## config.mk

```make
export PLATFORM = sky130hd
export DESIGN_NAME = fetch_queue_flat
export DESIGN_NICKNAME = d
export VERILOG_FILES = /design/src/rtl/fetch_queue_if.sv /design/src/rtl/fetch_queue.sv /design/src/flat_wrapper.sv
export SDC_FILE = /design/constraint.sdc
export NUM_CORES = 1
export LEC_CHECK = 0
export BUFFER_PORTS_ARGS = -buffer_cell sky130_fd_sc_hd__buf_2
export CAP_MARGIN = 20
export CORE_MARGIN = 3
export CORE_UTILIZATION = 35
export DETAILED_ROUTE_END_ITERATION = 10
export GPL_ROUTABILITY_DRIVEN = 0
export PLACE_DENSITY_LB_ADDON = 0.2
export SLEW_MARGIN = 20
export SYNTH_ARGS = -nofsm -noshare
export SYNTH_HDL_FRONTEND = slang
export SYNTH_SLANG_ARGS = --single-unit
```

## constraint.sdc

```tcl
create_clock -name clk -period 4.6 [get_ports clk]
set_input_delay 0.23 -clock clk [delete_from_list [all_inputs] [get_ports clk]]
set_output_delay 0.23 -clock clk [all_outputs]
set_load 0.02 [all_outputs]
```

## src/rtl/fetch_queue_if.sv

```systemverilog
// Fetch-queue bus bundle: redirect input, imem request/response channels and the
// decode-side handshake. master = fetch_queue, slave = the surrounding core/memory.
interface fetch_queue_if #(
   parameter int XLEN  = 32,
   parameter int DEPTH = 4,
   parameter int CW    = $clog2(DEPTH + 1)
);
   logic            redirect_valid;
   logic [XLEN-1:0] redirect_pc;

   logic            imem_req_valid;
   logic            imem_req_ready;
   logic [XLEN-1:0] imem_req_addr;
   logic            imem_rsp_valid;
   logic [XLEN-1:0] imem_rsp_data;

   logic            dec_valid;
   logic            dec_ready;
   logic [XLEN-1:0] dec_instr;
   logic [XLEN-1:0] dec_pc;

   logic [CW-1:0]   occupancy;

   modport master (
      input  redirect_valid, redirect_pc,
      output imem_req_valid, imem_req_addr,
      input  imem_req_ready, imem_rsp_valid, imem_rsp_data,
      output dec_valid, dec_instr, dec_pc,
      input  dec_ready,
      output occupancy
   );

   modport slave (
      output redirect_valid, redirect_pc,
      input  imem_req_valid, imem_req_addr,
      output imem_req_ready, imem_rsp_valid, imem_rsp_data,
      input  dec_valid, dec_instr, dec_pc,
      output dec_ready,
      input  occupancy
   );
endinterface

```

## src/rtl/fetch_queue.sv

```systemverilog
// Instruction-fetch front end: sequential PC generation, credit-limited imem requests,
// in-order response queue feeding decode, and redirect flush with stale-response dropping.
module fetch_queue #(
   parameter int              XLEN     = 32,
   parameter int              DEPTH    = 4,
   parameter logic [XLEN-1:0] RESET_PC = '0,
   parameter int              CW       = $clog2(DEPTH + 1)
) (
   input logic           clk,
   input logic           rst,
   fetch_queue_if.master bus
);
   localparam int              PW           = $clog2(DEPTH);
   localparam logic [XLEN-1:0] PC_STEP      = XLEN'(4);
   localparam logic [CW+1:0]   CREDIT_LIMIT = (CW + 2)'(DEPTH);

   logic [XLEN-1:0] fetchPcReg, fetchPcNext;
   logic [XLEN-1:0] rspPcReg, rspPcNext;
   logic [CW-1:0]   keepCntReg, keepCntNext;
   logic [CW-1:0]   dropCntReg, dropCntNext;
   logic [CW-1:0]   occCntReg, occCntNext;
   logic [PW-1:0]   rdPtrReg, rdPtrNext;
   logic [PW-1:0]   wrPtrReg, wrPtrNext;

   logic [XLEN-1:0] instrMem [DEPTH];
   logic [XLEN-1:0] pcMem    [DEPTH];

   logic [CW+1:0]   inFlight;
   logic            reqFire;
   logic            deqFire;
   logic            rspDrop;
   logic            rspKeep;
   logic            enq;

   // Queued plus outstanding never exceeds DEPTH, so every kept response has a free slot.
   assign inFlight = {2'b00, occCntReg} + {2'b00, keepCntReg} + {2'b00, dropCntReg};

   assign bus.imem_req_valid = !rst && !bus.redirect_valid && (inFlight < CREDIT_LIMIT);
   assign bus.imem_req_addr  = fetchPcReg;
   assign reqFire            = bus.imem_req_valid && bus.imem_req_ready;

   assign bus.dec_valid = !rst && !bus.redirect_valid && (occCntReg != '0);
   assign bus.dec_instr = instrMem[rdPtrReg];
   assign bus.dec_pc    = pcMem[rdPtrReg];
   assign deqFire       = bus.dec_valid && bus.dec_ready;

   assign bus.occupancy = occCntReg;

   // Stale responses are consumed first; a response with nothing outstanding is ignored.
   assign rspDrop = bus.imem_rsp_valid && (dropCntReg != '0);
   assign rspKeep = bus.imem_rsp_valid && (dropCntReg == '0) && (keepCntReg != '0);
   assign enq     = rspKeep && !bus.redirect_valid && !rst;

   always_comb begin
      fetchPcNext = fetchPcReg;
      rspPcNext   = rspPcReg;
      keepCntNext = keepCntReg;
      dropCntNext = dropCntReg;
      occCntNext  = occCntReg;
      rdPtrNext   = rdPtrReg;
      wrPtrNext   = wrPtrReg;

      if (bus.redirect_valid) begin
         fetchPcNext = bus.redirect_pc;
         rspPcNext   = bus.redirect_pc;
         keepCntNext = '0;
         occCntNext  = '0;
         rdPtrNext   = '0;
         wrPtrNext   = '0;
         // Everything still outstanding becomes stale; one may be retiring right now.
         if (bus.imem_rsp_valid && ((dropCntReg != '0) || (keepCntReg != '0)))
            dropCntNext = dropCntReg + keepCntReg - CW'(1);
         else
            dropCntNext = dropCntReg + keepCntReg;
      end else begin
         if (reqFire)
            fetchPcNext = fetchPcReg + PC_STEP;
         keepCntNext = keepCntReg + CW'(reqFire) - CW'(rspKeep);
         if (rspDrop)
            dropCntNext = dropCntReg - CW'(1);
         if (rspKeep) begin
            rspPcNext = rspPcReg + PC_STEP;
            wrPtrNext = wrPtrReg + PW'(1);
         end
         if (deqFire)
            rdPtrNext = rdPtrReg + PW'(1);
         occCntNext = occCntReg + CW'(rspKeep) - CW'(deqFire);
      end
   end

   always_ff @(posedge clk) begin
      if (rst) begin
         fetchPcReg <= RESET_PC;
         rspPcReg   <= RESET_PC;
         keepCntReg <= '0;
         dropCntReg <= '0;
         occCntReg  <= '0;
         rdPtrReg   <= '0;
         wrPtrReg   <= '0;
      end else begin
         fetchPcReg <= fetchPcNext;
         rspPcReg   <= rspPcNext;
         keepCntReg <= keepCntNext;
         dropCntReg <= dropCntNext;
         occCntReg  <= occCntNext;
         rdPtrReg   <= rdPtrNext;
         wrPtrReg   <= wrPtrNext;
      end
   end

   // Entry storage carries no reset; contents only matter while occupancy covers them.
   always_ff @(posedge clk) begin
      if (enq) begin
         instrMem[wrPtrReg] <= bus.imem_rsp_data;
         pcMem[wrPtrReg]    <= rspPcReg;
      end
   end
endmodule

```

## src/flat_wrapper.sv

```systemverilog
// flat-port wrapper written by rule: the top's interface ports become plain ports
module fetch_queue_flat 
#(
   parameter int              XLEN     = 32,
   parameter int              DEPTH    = 4,
   parameter logic [XLEN-1:0] RESET_PC = '0,
   parameter int              CW       = $clog2(DEPTH + 1)
)
  (clk, rst, bus_redirect_valid, bus_redirect_pc, bus_imem_req_valid, bus_imem_req_addr, bus_imem_req_ready, bus_imem_rsp_valid, bus_imem_rsp_data, bus_dec_valid, bus_dec_instr, bus_dec_pc, bus_dec_ready, bus_occupancy);
  fetch_queue_if #(.XLEN(XLEN), .DEPTH(DEPTH), .CW(CW)) bus_i ();
  input logic clk;
  input logic rst;
  input wire logic [$bits(bus_i.redirect_valid)-1:0] bus_redirect_valid;
  input wire logic [$bits(bus_i.redirect_pc)-1:0] bus_redirect_pc;
  output wire logic [$bits(bus_i.imem_req_valid)-1:0] bus_imem_req_valid;
  output wire logic [$bits(bus_i.imem_req_addr)-1:0] bus_imem_req_addr;
  input wire logic [$bits(bus_i.imem_req_ready)-1:0] bus_imem_req_ready;
  input wire logic [$bits(bus_i.imem_rsp_valid)-1:0] bus_imem_rsp_valid;
  input wire logic [$bits(bus_i.imem_rsp_data)-1:0] bus_imem_rsp_data;
  output wire logic [$bits(bus_i.dec_valid)-1:0] bus_dec_valid;
  output wire logic [$bits(bus_i.dec_instr)-1:0] bus_dec_instr;
  output wire logic [$bits(bus_i.dec_pc)-1:0] bus_dec_pc;
  input wire logic [$bits(bus_i.dec_ready)-1:0] bus_dec_ready;
  output wire logic [$bits(bus_i.occupancy)-1:0] bus_occupancy;
  assign bus_i.redirect_valid = bus_redirect_valid;
  assign bus_i.redirect_pc = bus_redirect_pc;
  assign bus_imem_req_valid = bus_i.imem_req_valid;
  assign bus_imem_req_addr = bus_i.imem_req_addr;
  assign bus_i.imem_req_ready = bus_imem_req_ready;
  assign bus_i.imem_rsp_valid = bus_imem_rsp_valid;
  assign bus_i.imem_rsp_data = bus_imem_rsp_data;
  assign bus_dec_valid = bus_i.dec_valid;
  assign bus_dec_instr = bus_i.dec_instr;
  assign bus_dec_pc = bus_i.dec_pc;
  assign bus_i.dec_ready = bus_dec_ready;
  assign bus_occupancy = bus_i.occupancy;
  fetch_queue #(.XLEN(XLEN), .DEPTH(DEPTH), .RESET_PC(RESET_PC), .CW(CW)) u_core (.clk(clk), .rst(rst), .bus(bus_i));
endmodule
```

After elaboration in Yosys (flattened, before gate mapping)
Memory sizes are Yosys's and may differ from the RTL's. A register that Yosys moved wholly into a read port is not among the register bits.
Cells that the tools add are included.
Storage, ports and cells
  bits in registers: 77
  bits in writable memories: 256
  input port bits: 70
  output and inout bits: 101
  logic and storage cells: 58
  memories: 2
Operators by class
  add/sub/neg operators: 13
  order comparisons: 1
  multiplexer cells: 13
  reductions and logical operators: 22
Memory list
  u_core.instrMem: depth 4, width 32, read ports 1, clocked after Yosys merged registers in 1, write ports 1, RTL line fetch_queue.sv:25  | logic [XLEN-1:0] instrMem [DEPTH];
  u_core.pcMem: depth 4, width 32, read ports 1, clocked after Yosys merged registers in 1, write ports 1, RTL line fetch_queue.sv:26  | logic [XLEN-1:0] pcMem [DEPTH];
Operators by type and width (number)
  $mux W32: 4
  $add A32 B3 Y32 const B: 2
  $logic_and A1 B1 Y1: 11
  $mux W3: 3
  $reduce_bool A3 Y1: 3
  $mux W2: 4
  $add A3 B1 Y3: 2
  $reduce_bool A2 Y1: 3
  $sub A3 B1 Y3: 2
  $sub A3 B1 Y3 const B: 2
  $add A5 B3 Y5: 1
  $lt A5 B3 Y1 const B: 1
  $add A2 B1 Y2 const B: 2
  $add A3 B3 Y4: 1
  $add A3 B3 Y3: 1
  $logic_not A3 Y1: 1
  $logic_not A1 Y1: 2
  $mux W1: 2
  $reduce_or A2 Y1: 1
  $logic_or A1 B1 Y1: 1

Depth between registers and ports, before layout
Gate-level depths: netlist of run 1.
  word-level depth: 7
  depth in mapped cells: 13
  gate-level depth less buffers: 13

Worst setup path after synthesis of run 1
Ideal clock, no wire load.
  kind: reg2reg
  start: reg u_core.occCntReg[0], in the netlist u_core.bus.occupancy[0]
  end: reg u_core.keepCntReg[2]
  library setup time: 0.128 ns
  arrival: 3.105 ns
  data required time: 4.472 ns
  setup slack: 1.368 ns
  stages on the path, launching flop included: 14
  path buffers: 0
  period minus slack after synthesis: 3.232 ns
  path through: dfxtp_1 ha_1 fa_1 xor2_1 ha_1 nor4_1 nand3_1 nor3_1 ha_1 inv_1 fa_1 xor2_1 xnor2_1 nor2_1
Between the ends
  cells in the longest elaborated chain, start to end: 7
Ends and longest elaborated chain
  from (decl): RTL line fetch_queue.sv:21  | logic [CW-1:0] occCntReg, occCntNext;
  from (signal assigned): RTL line fetch_queue.sv:105  | occCntReg <= occCntNext;
  $add A3 B3 Y4: RTL line fetch_queue.sv:36  | assign inFlight = {2'b00, occCntReg} + {2'b00, keepCntReg} + {2'b00, dropCntReg};
  $add A5 B3 Y5: RTL line fetch_queue.sv:36
  $lt A5 B3 Y1: RTL line fetch_queue.sv:38  | assign bus.imem_req_valid = !rst && !bus.redirect_valid && (inFlight < CREDIT_LIMIT);
  $logic_and A1 B1 Y1: RTL line fetch_queue.sv:38
  $logic_and A1 B1 Y1: RTL line fetch_queue.sv:40  | assign reqFire = bus.imem_req_valid && bus.imem_req_ready;
  $add A3 B1 Y3: RTL line fetch_queue.sv:78  | keepCntNext = keepCntReg + CW'(reqFire) - CW'(rspKeep);
  $sub A3 B1 Y3: RTL line fetch_queue.sv:78
  to (signal assigned): RTL line fetch_queue.sv:103  | keepCntReg <= keepCntNext;
  to (decl): RTL line fetch_queue.sv:19  | logic [CW-1:0] keepCntReg, keepCntNext;
No other way between the ends.
A chain may end at the register's enable or synchronous reset.

Worst setup path after layout of run 1
  start: reg u_core.keepCntReg[0]
  end: reg u_core.fetchPcReg[25], in the netlist u_core.bus.imem_req_addr[25]
Between the ends
  cells in the longest elaborated chain, start to end: 6
Ends and longest elaborated chain
  $add A3 B3 Y4: RTL line fetch_queue.sv:36
  $add A5 B3 Y5: RTL line fetch_queue.sv:36
  $lt A5 B3 Y1: RTL line fetch_queue.sv:38
  $logic_and A1 B1 Y1: RTL line fetch_queue.sv:38
  $logic_and A1 B1 Y1: RTL line fetch_queue.sv:40
  $reduce_bool A2 Y1 (no line)
  to (signal assigned): RTL line fetch_queue.sv:101  | fetchPcReg <= fetchPcNext;
  to (decl): RTL line fetch_queue.sv:17  | logic [XLEN-1:0] fetchPcReg, fetchPcNext;
No other way between the ends.

==> impl_metrics.py, run 1 <==
metrics = {
    "yosys": {
        "synth_fp_nets": 952,
        "yosysUniqueCellTypes": 51,
        "synthAdderAreaFrac_pct": 2.32,
        "yosys.area_share.simple_pct": 6.67,
        "async_reset_ff_share_pct": 0,
        "muxShareOfSynthArea_pct": 10.8,
        "synth_edf_count": 256,
        "synth_top_family_by_area": "multiplexers",
        "ys_seq_area_share_pct": 67.8,
        "synth-compound-area-share_pct": 6.99,
        "synth_xor_area_share_pct": 2.69,
        "netlist_area_um2": 13700,
        "syn_avg_cell_area_um2": 15.9,
        "synth_warnings": 0,
        "synth.ff_latch_count": 335,
        "synth_cells": 859,
        "synth_flop_cell": "edfxtp_1",
    },
    "critical_path": {
        "end_kind": "flip-flop",
        "crit_top_cell": "ha_1",
        "reg2reg_from": "u_core.keepCntReg[0]",
        "max_stage_delay_ps": 940,
        "critPathKind": "reg2reg",
        "path_cells": "ha_1 -> fa_1 -> xor2_1 -> ha_1 -> nor4_1 -> nand3_1 -> or4_1 -> o31a_2 -> o31a_1",
        "worstPathArrival_ps": 4020,
        "critPathSlowestCell": "or4_1",
        "r2r_setup_slack_ps": 980,
        "cp-start-kind": "flip-flop",
        "cp_max_fo": 27,
        "worstSetupStartpoint": "u_core.keepCntReg[0]",
        "worstPathRequired_ps": 5000,
    },
    "sta": {
        "period_share_pct": 78.6,
        "setup_violations": 0,
        "fin_setup_tns_ps": 0,
        "timing.fmax_mhz": 276,
        "drv_slew": 0,
        "clock_skew_ps": 9.90,
        "setup_slack_ps": 983,
        "hold_viol_final": 0,
        "tightestPinTransition_ps": 1040,
        "fin_crit_ps": 3620,
        "grt_setup_unrepaired": "false",
        "slew_headroom_pct": 30.7,
    },
    "cts": {
        "cts.sinks": 335,
        "htree_levels": 2,
        "clockBufferDepth": 3,
        "cts_tree": "built",
        "clkTransAtPathRegs_ps": 60,
        "post_cts_buffers": 0,
        "clk_latency_ps": 520,
        "cts-root-buf": "clkbuf_16",
        "cts_buffers": 38,
    },
    "cells_and_area": {
        "final_cell_area_um2": 16700,
        "finalNetCount": 1162,
        "antennaDiodeCount": 0,
        "n_fill_cell": 3486,
        "syn_to_final_growth_pct": 21.9,
        "multi_input_area_um2": 4050,
        "regArea_um2": 9280,
        "drive_gt1_share_pct": 28.8,
    },
    "floorplanning": {
        "io_pins": 171,
        "die_w_um": 204,
        "rows": 71,
        "die_height_um": 204,
        "core_area_um2": 38100,
        "start_util_pct": 35.9,
        "dieArea_um2": 41500,
    },
    "job": {
        "cap_violations": 0,
    },
    "grt": {
        "grt_pass1_wl_um": 47600,
        "globalRouteTotalUtil_pct": 14.6,
        "first_global_vias": 8248,
        "antenna_found_initial": 0,
        "grt_max_degree": 70,
        "grt-ovfl-total": 0,
    },
    "routing": {
        "drt-pass1-iter-count": 4,
        "drc": 0,
        "routed_wl_um": 30100,
        "routed_via_density": 4.98,
        "routedWlPerCell_um": 18.7,
        "vias": 8012,
        "drtIter0Drc": 397,
        "postRouteAntennaNets": 0,
    },
    "pwr": {
        "switchingPower_mw": 1.39,
        "p_clk_share_pct": 44.4,
        "p_int_mw": 5.23,
        "powerDensity_nw_per_um2": 397,
        "seqPwrFrac_pct": 51.0,
        "switching_share_pct": 21.0,
        "power_leakage_nw": 5.81,
        "combPwrFrac_pct": 4.5,
        "peakVddDrop_uv": 194,
    },
    "hold_path": {
        "hold_class": "in2reg",
        "hold_start": "bus_redirect_pc[3]",
    },
    "placed_design": {
        "place_worst_setup_slack_ps": 980,
        "portBuffers": 170,
        "place_area_um2": 15100,
        "hpwl_um": 18500,
    },
    "run_status": {
        "outcome": "completed",
    },
}
## through the flow
stage | hold WS (ps) | power, mW | util, % | cells
after detailed placement | 447 | 3.72 | 39.5 | 1504
final | 60.2 | 6.62 | 43.7 | 1609
after global routing | 66.5 | 6.88 | 43.7 | 1609
after CTS | 50.4 | 6.72 | 43.6 | 1607
after global placement | 443 | 3.71 | 39.5 | 1504
after floorplan | 329 | 3.59 | - | 859
## synthesized netlist by cell type (all sizes together), types with 22 or more instances
cell | number | area share, %
clkbuf | 32 | 0.88
nand2 | 28 | 0.77
edfxtp | 256 | 56
xnor2 | 22 | 1.4
dfxtp | 79 | 12
mux4 | 64 | 11
nor2 | 25 | 0.70
o31a | 42 | 2.8
a21boi | 25 | 1.4
inv | 53 | 1.5
a21oi | 35 | 1.3
## logic make-up (layout without fill, tap and decap cells)
group           after synthesis  count (layout)
buf+inv                      96             335
simple gates                167             167
flops                       335             335
compound gates              129             129
fa+ha+maj                    23              23
xor+xnor                     42              42
mux                          67              67
## sequential cells by signal (all words and copies together), names as in the netlist, named ones only
signal and flops:
u_core.bus.imem_req_addr 32, u_core.keepCntReg 3, u_core.rdPtrReg 2, u_core.wrPtrReg 2, u_core.rspPcReg 32, u_core.bus.occupancy 3
u_core.dropCntReg 3, u_core.pcMem 128, u_core.instrMem 128
## critical path, delay by kind of cell (launching register included)
kind / cells / cell delay [ps]
AND/OR/NAND/NOR: 3 / 1420
adder cells (fa/ha/maj): 3 / 870
AO/OA/AOI/OAI: 2 / 680
flip-flops: 1 / 350
XOR/XNOR: 1 / 160
## what timing repair did
item                                   in CTS  in global routing
hold buffers                               34                  0
endpoints found under the hold margin     132                  0
resized for setup                           0                  0
## placed cells by master, fill, tap and decap left out, drive strengths merged, types with 5 or more instances in the layout
cell,n
a211oi,6
a21boi,25
a21oi,35
and2,5
and3,11
and4,6
buf,179
clkbuf,53
clkinv,13
dfxtp,79
dlygate4sd3,34
edfxtp,256
ha,19
inv,53
mux4,64
nand2,28
nand3,21
nand4,21
nor2,25
nor3,15
nor4,21
o21a,9
o31a,42
xnor2,22
xor2,20
## power groups by stage
| stage | Clock, mW | Sequential, mW | Combinational (mW) |
|---|---|---|---|
| final | 2.94 | 3.38 | 0.300 |
| after global routing | 3.16 | 3.38 | 0.337 |
| after CTS | 3.04 | 3.37 | 0.304 |
| after detailed placement | 0 | 3.44 | 0.279 |
| after global placement | 0 | 3.44 | 0.273 |
| after floorplan | 0 | 3.44 | 0.154 |
## path summary, 6_finish.rpt
path | cells after the start | end
worst max-delay path | 9 | u_core.bus.imem_req_addr[25]
worst min-delay path | 3 | u_core.bus.imem_req_addr[3]
worst max register to register | 9 | u_core.bus.imem_req_addr[25]
worst min register to register | 2 | u_core.bus.imem_req_addr[1]
## cell type report
class	count	area share, %
clock buffers	53	6.43
clock inverters	16	0.871
inverters	53	1.19
multi-input cells	428	24.3
flip-flops and latches	335	55.7
well taps	511	3.84
repair buffers	213	7.70
## metal layers
layer	wire [um]	part of all wire, %	track usage, %
met3	1480	4.9	2.79
met4	560	1.9	3.71
met2	13700	46	23.2
met1	14300	48	20.9
met5	0	0	0
No activity file was read; power rests on OpenSTA's default activity.
==> run 2, diff against run 1 <==
- clock period: 4.6 -> 3.5 ns (I/O delays scaled with it)
==> impl_metrics.py, run 2 (same netlist as run 1, synthesis figures left out) <==
metrics = {
    "run_status": {
        "outcome": "completed",
    },
    "sta": {
        "hold_viol_final": 0,
        "drv_slew": 0,
        "fin_setup_tns_ps": 0,
        "timing.fmax_mhz": 302,
        "period_share_pct": 94.5,
        "hold_slack_ps": 22.5,
        "fin_crit_ps": 3310,
        "setup_slack_ps": 192,
        "grt_setup_unrepaired": "false",
        "slew_headroom_pct": 52.3,
        "setup_violations": 0,
        "clock_skew_ps": 17.4,
        "tightestPinTransition_ps": 716,
    },
    "cts": {
        "clk_latency_ps": 510,
        "ctsResizeCount": 0,
        "clkTransAtPathRegs_ps": 60,
        "post_cts_buffers": 0,
        "clockBufferDepth": 3,
        "htree_levels": 2,
        "cts_buffers": 36,
        "cts.sinks": 335,
        "cts_tree": "built",
        "cts-root-buf": "clkbuf_16",
    },
    "grt": {
        "first_global_vias": 8252,
        "antenna_found_initial": 0,
        "use_met2_pct": 23.5,
        "grt_max_degree": 70,
        "met1_usage_pct": 21.0,
        "grt_pass1_wl_um": 47600,
        "grt-busiest-layer": "met2",
        "globalRouteTotalUtil_pct": 14.6,
        "grt-ovfl-total": 0,
        "met3_usage_pct": 2.33,
    },
    "hold_path": {
        "hold_class": "in2reg",
        "hold_end": "u_core.rspPcReg[3]",
        "hold_start": "bus_redirect_pc[3]",
        "whs_path_depth": 3,
    },
    "routing": {
        "vias": 7972,
        "routed_wl_um": 30200,
        "routed_via_density": 4.93,
        "drc": 0,
        "routedWlPerCell_um": 18.7,
        "drt-pass1-iter-count": 6,
        "drtIter0Drc": 353,
        "postRouteAntennaNets": 0,
    },
    "critical_path": {
        "end_kind": "flip-flop",
        "r2r_setup_slack_ps": 190,
        "reg2reg_from": "u_core.keepCntReg[0]",
        "critPathKind": "reg2reg",
        "cp_max_fo": 27,
        "worstPathArrival_ps": 3700,
        "r2r_end": "u_core.bus.imem_req_addr[25]",
        "worstPathRequired_ps": 3890,
        "reg2regPathDepth": 10,
        "cp-start-kind": "flip-flop",
    },
    "cells_and_area": {
        "antennaDiodeCount": 0,
        "n_fill_cell": 3455,
        "mostFrequentLayoutCells": "256 x edfxtp_1, 170 x buf_2, 77 x dfxtp_1, 64 x mux4_2, 52 x inv_1",
        "syn_to_final_growth_pct": 22.2,
        "layout_commonest_cell": "edfxtp_1",
        "reg_top3": "u_core.instrMem: 128 flops, u_core.pcMem: 128 flops",
        "multi_input_area_um2": 4050,
        "final_cell_area_um2": 16700,
        "finalNetCount": 1178,
        "drive_gt1_share_pct": 29.5,
        "regArea_um2": 9280,
    },
    "floorplanning": {
        "dieArea_um2": 41500,
        "die_height_um": 204,
        "start_util_pct": 35.9,
        "die_w_um": 204,
        "core_area_um2": 38100,
        "io_pins": 171,
        "rows": 71,
    },
    "placed_design": {
        "place_worst_setup_slack_ps": 194,
        "place_area_um2": 15300,
        "portBuffers": 170,
        "hpwl_um": 19900,
    },
    "job": {
        "cap_violations": 0,
    },
    "pwr": {
        "peakVddDrop_uv": 242,
        "p_total_mw": 8.38,
        "power_leakage_nw": 5.84,
        "powerDensity_nw_per_um2": 501,
    },
}
## run 2: cell types whose count changed in the layout (fill, tap and decap cells not counted)
cell,delta
clkinvlp_4,+2
clkbuf_1,+1
clkbuf_8,+1
dlygate4sd3_1,+3
clkinv_1,-7
clkbuf_16,-4
bufinv_16,-1
clkinv_2,-1
nor3_2,-1
nor3_1,+1
buf_12,+3
buf_4,+12
## run 2: worst max-delay path by stage
stage | startpoint | to | slack (ps)
final | u_core.keepCntReg[0] | u_core.bus.imem_req_addr[25] | 190
after global routing | u_core.keepCntReg[0] | u_core.bus.imem_req_addr[21] | 10
after CTS | u_core.keepCntReg[0] | u_core.bus.imem_req_addr[25] | 180
after detailed placement | u_core.keepCntReg[0] | u_core.bus.imem_req_addr[27] | 190
after global placement | u_core.keepCntReg[0] | u_core.bus.imem_req_addr[26] | 280
after floorplan | u_core.bus.occupancy[0] | u_core.keepCntReg[2] | 270
## run 2: area by class of cell
type                       instances  area share [%]
clock buffer                      51            5.91
clock inverter                     9           0.591
inverter                          53            1.19
multi-input combinational        428            24.2
sequential                       335            55.5
tap                              511            3.83
timing repair buffer             231            8.76
## run 2: routing by layer
metal	routed length, um	up-vias
met4	488	0
li1	-	3798
met2	14000	167
met3	1320	39
met1	14400	3968
met5	0	-
## run 2: worst max-delay path: stages, from the launching register on
cell     delay [ps]
dfxtp_1         360
ha_1            230
fa_1            390
xor2_1          160
ha_1            270
nor4_1          240
nand3_1         240
or4_1           530
buf_4           240
o31a_2          300
o31a_1          230
## run 2: per-stage QoR
stage | utilization [%] | cells
3_5_place_dp | 40.0 | 1521
5_1_grt | 43.8 | 1618
2_1_floorplan | - | 859
6_report | 43.8 | 1618
4_1_cts | 43.8 | 1618
3_3_place_gp | 40.0 | 1521
## run 2: what timing repair did
item / CTS / global route
hold buffers: 37 / 0
setup endpoints to repair: 0 / 0
hold endpoints to repair: 135 / 0
## run 2: power breakdown
group | internal, mW | switching (mW) | total, mW
clock | 2.11 | 1.44 | 3.54
sequential | 4.34 | 0.0987 | 4.44
combinational | 0.185 | 0.213 | 0.397
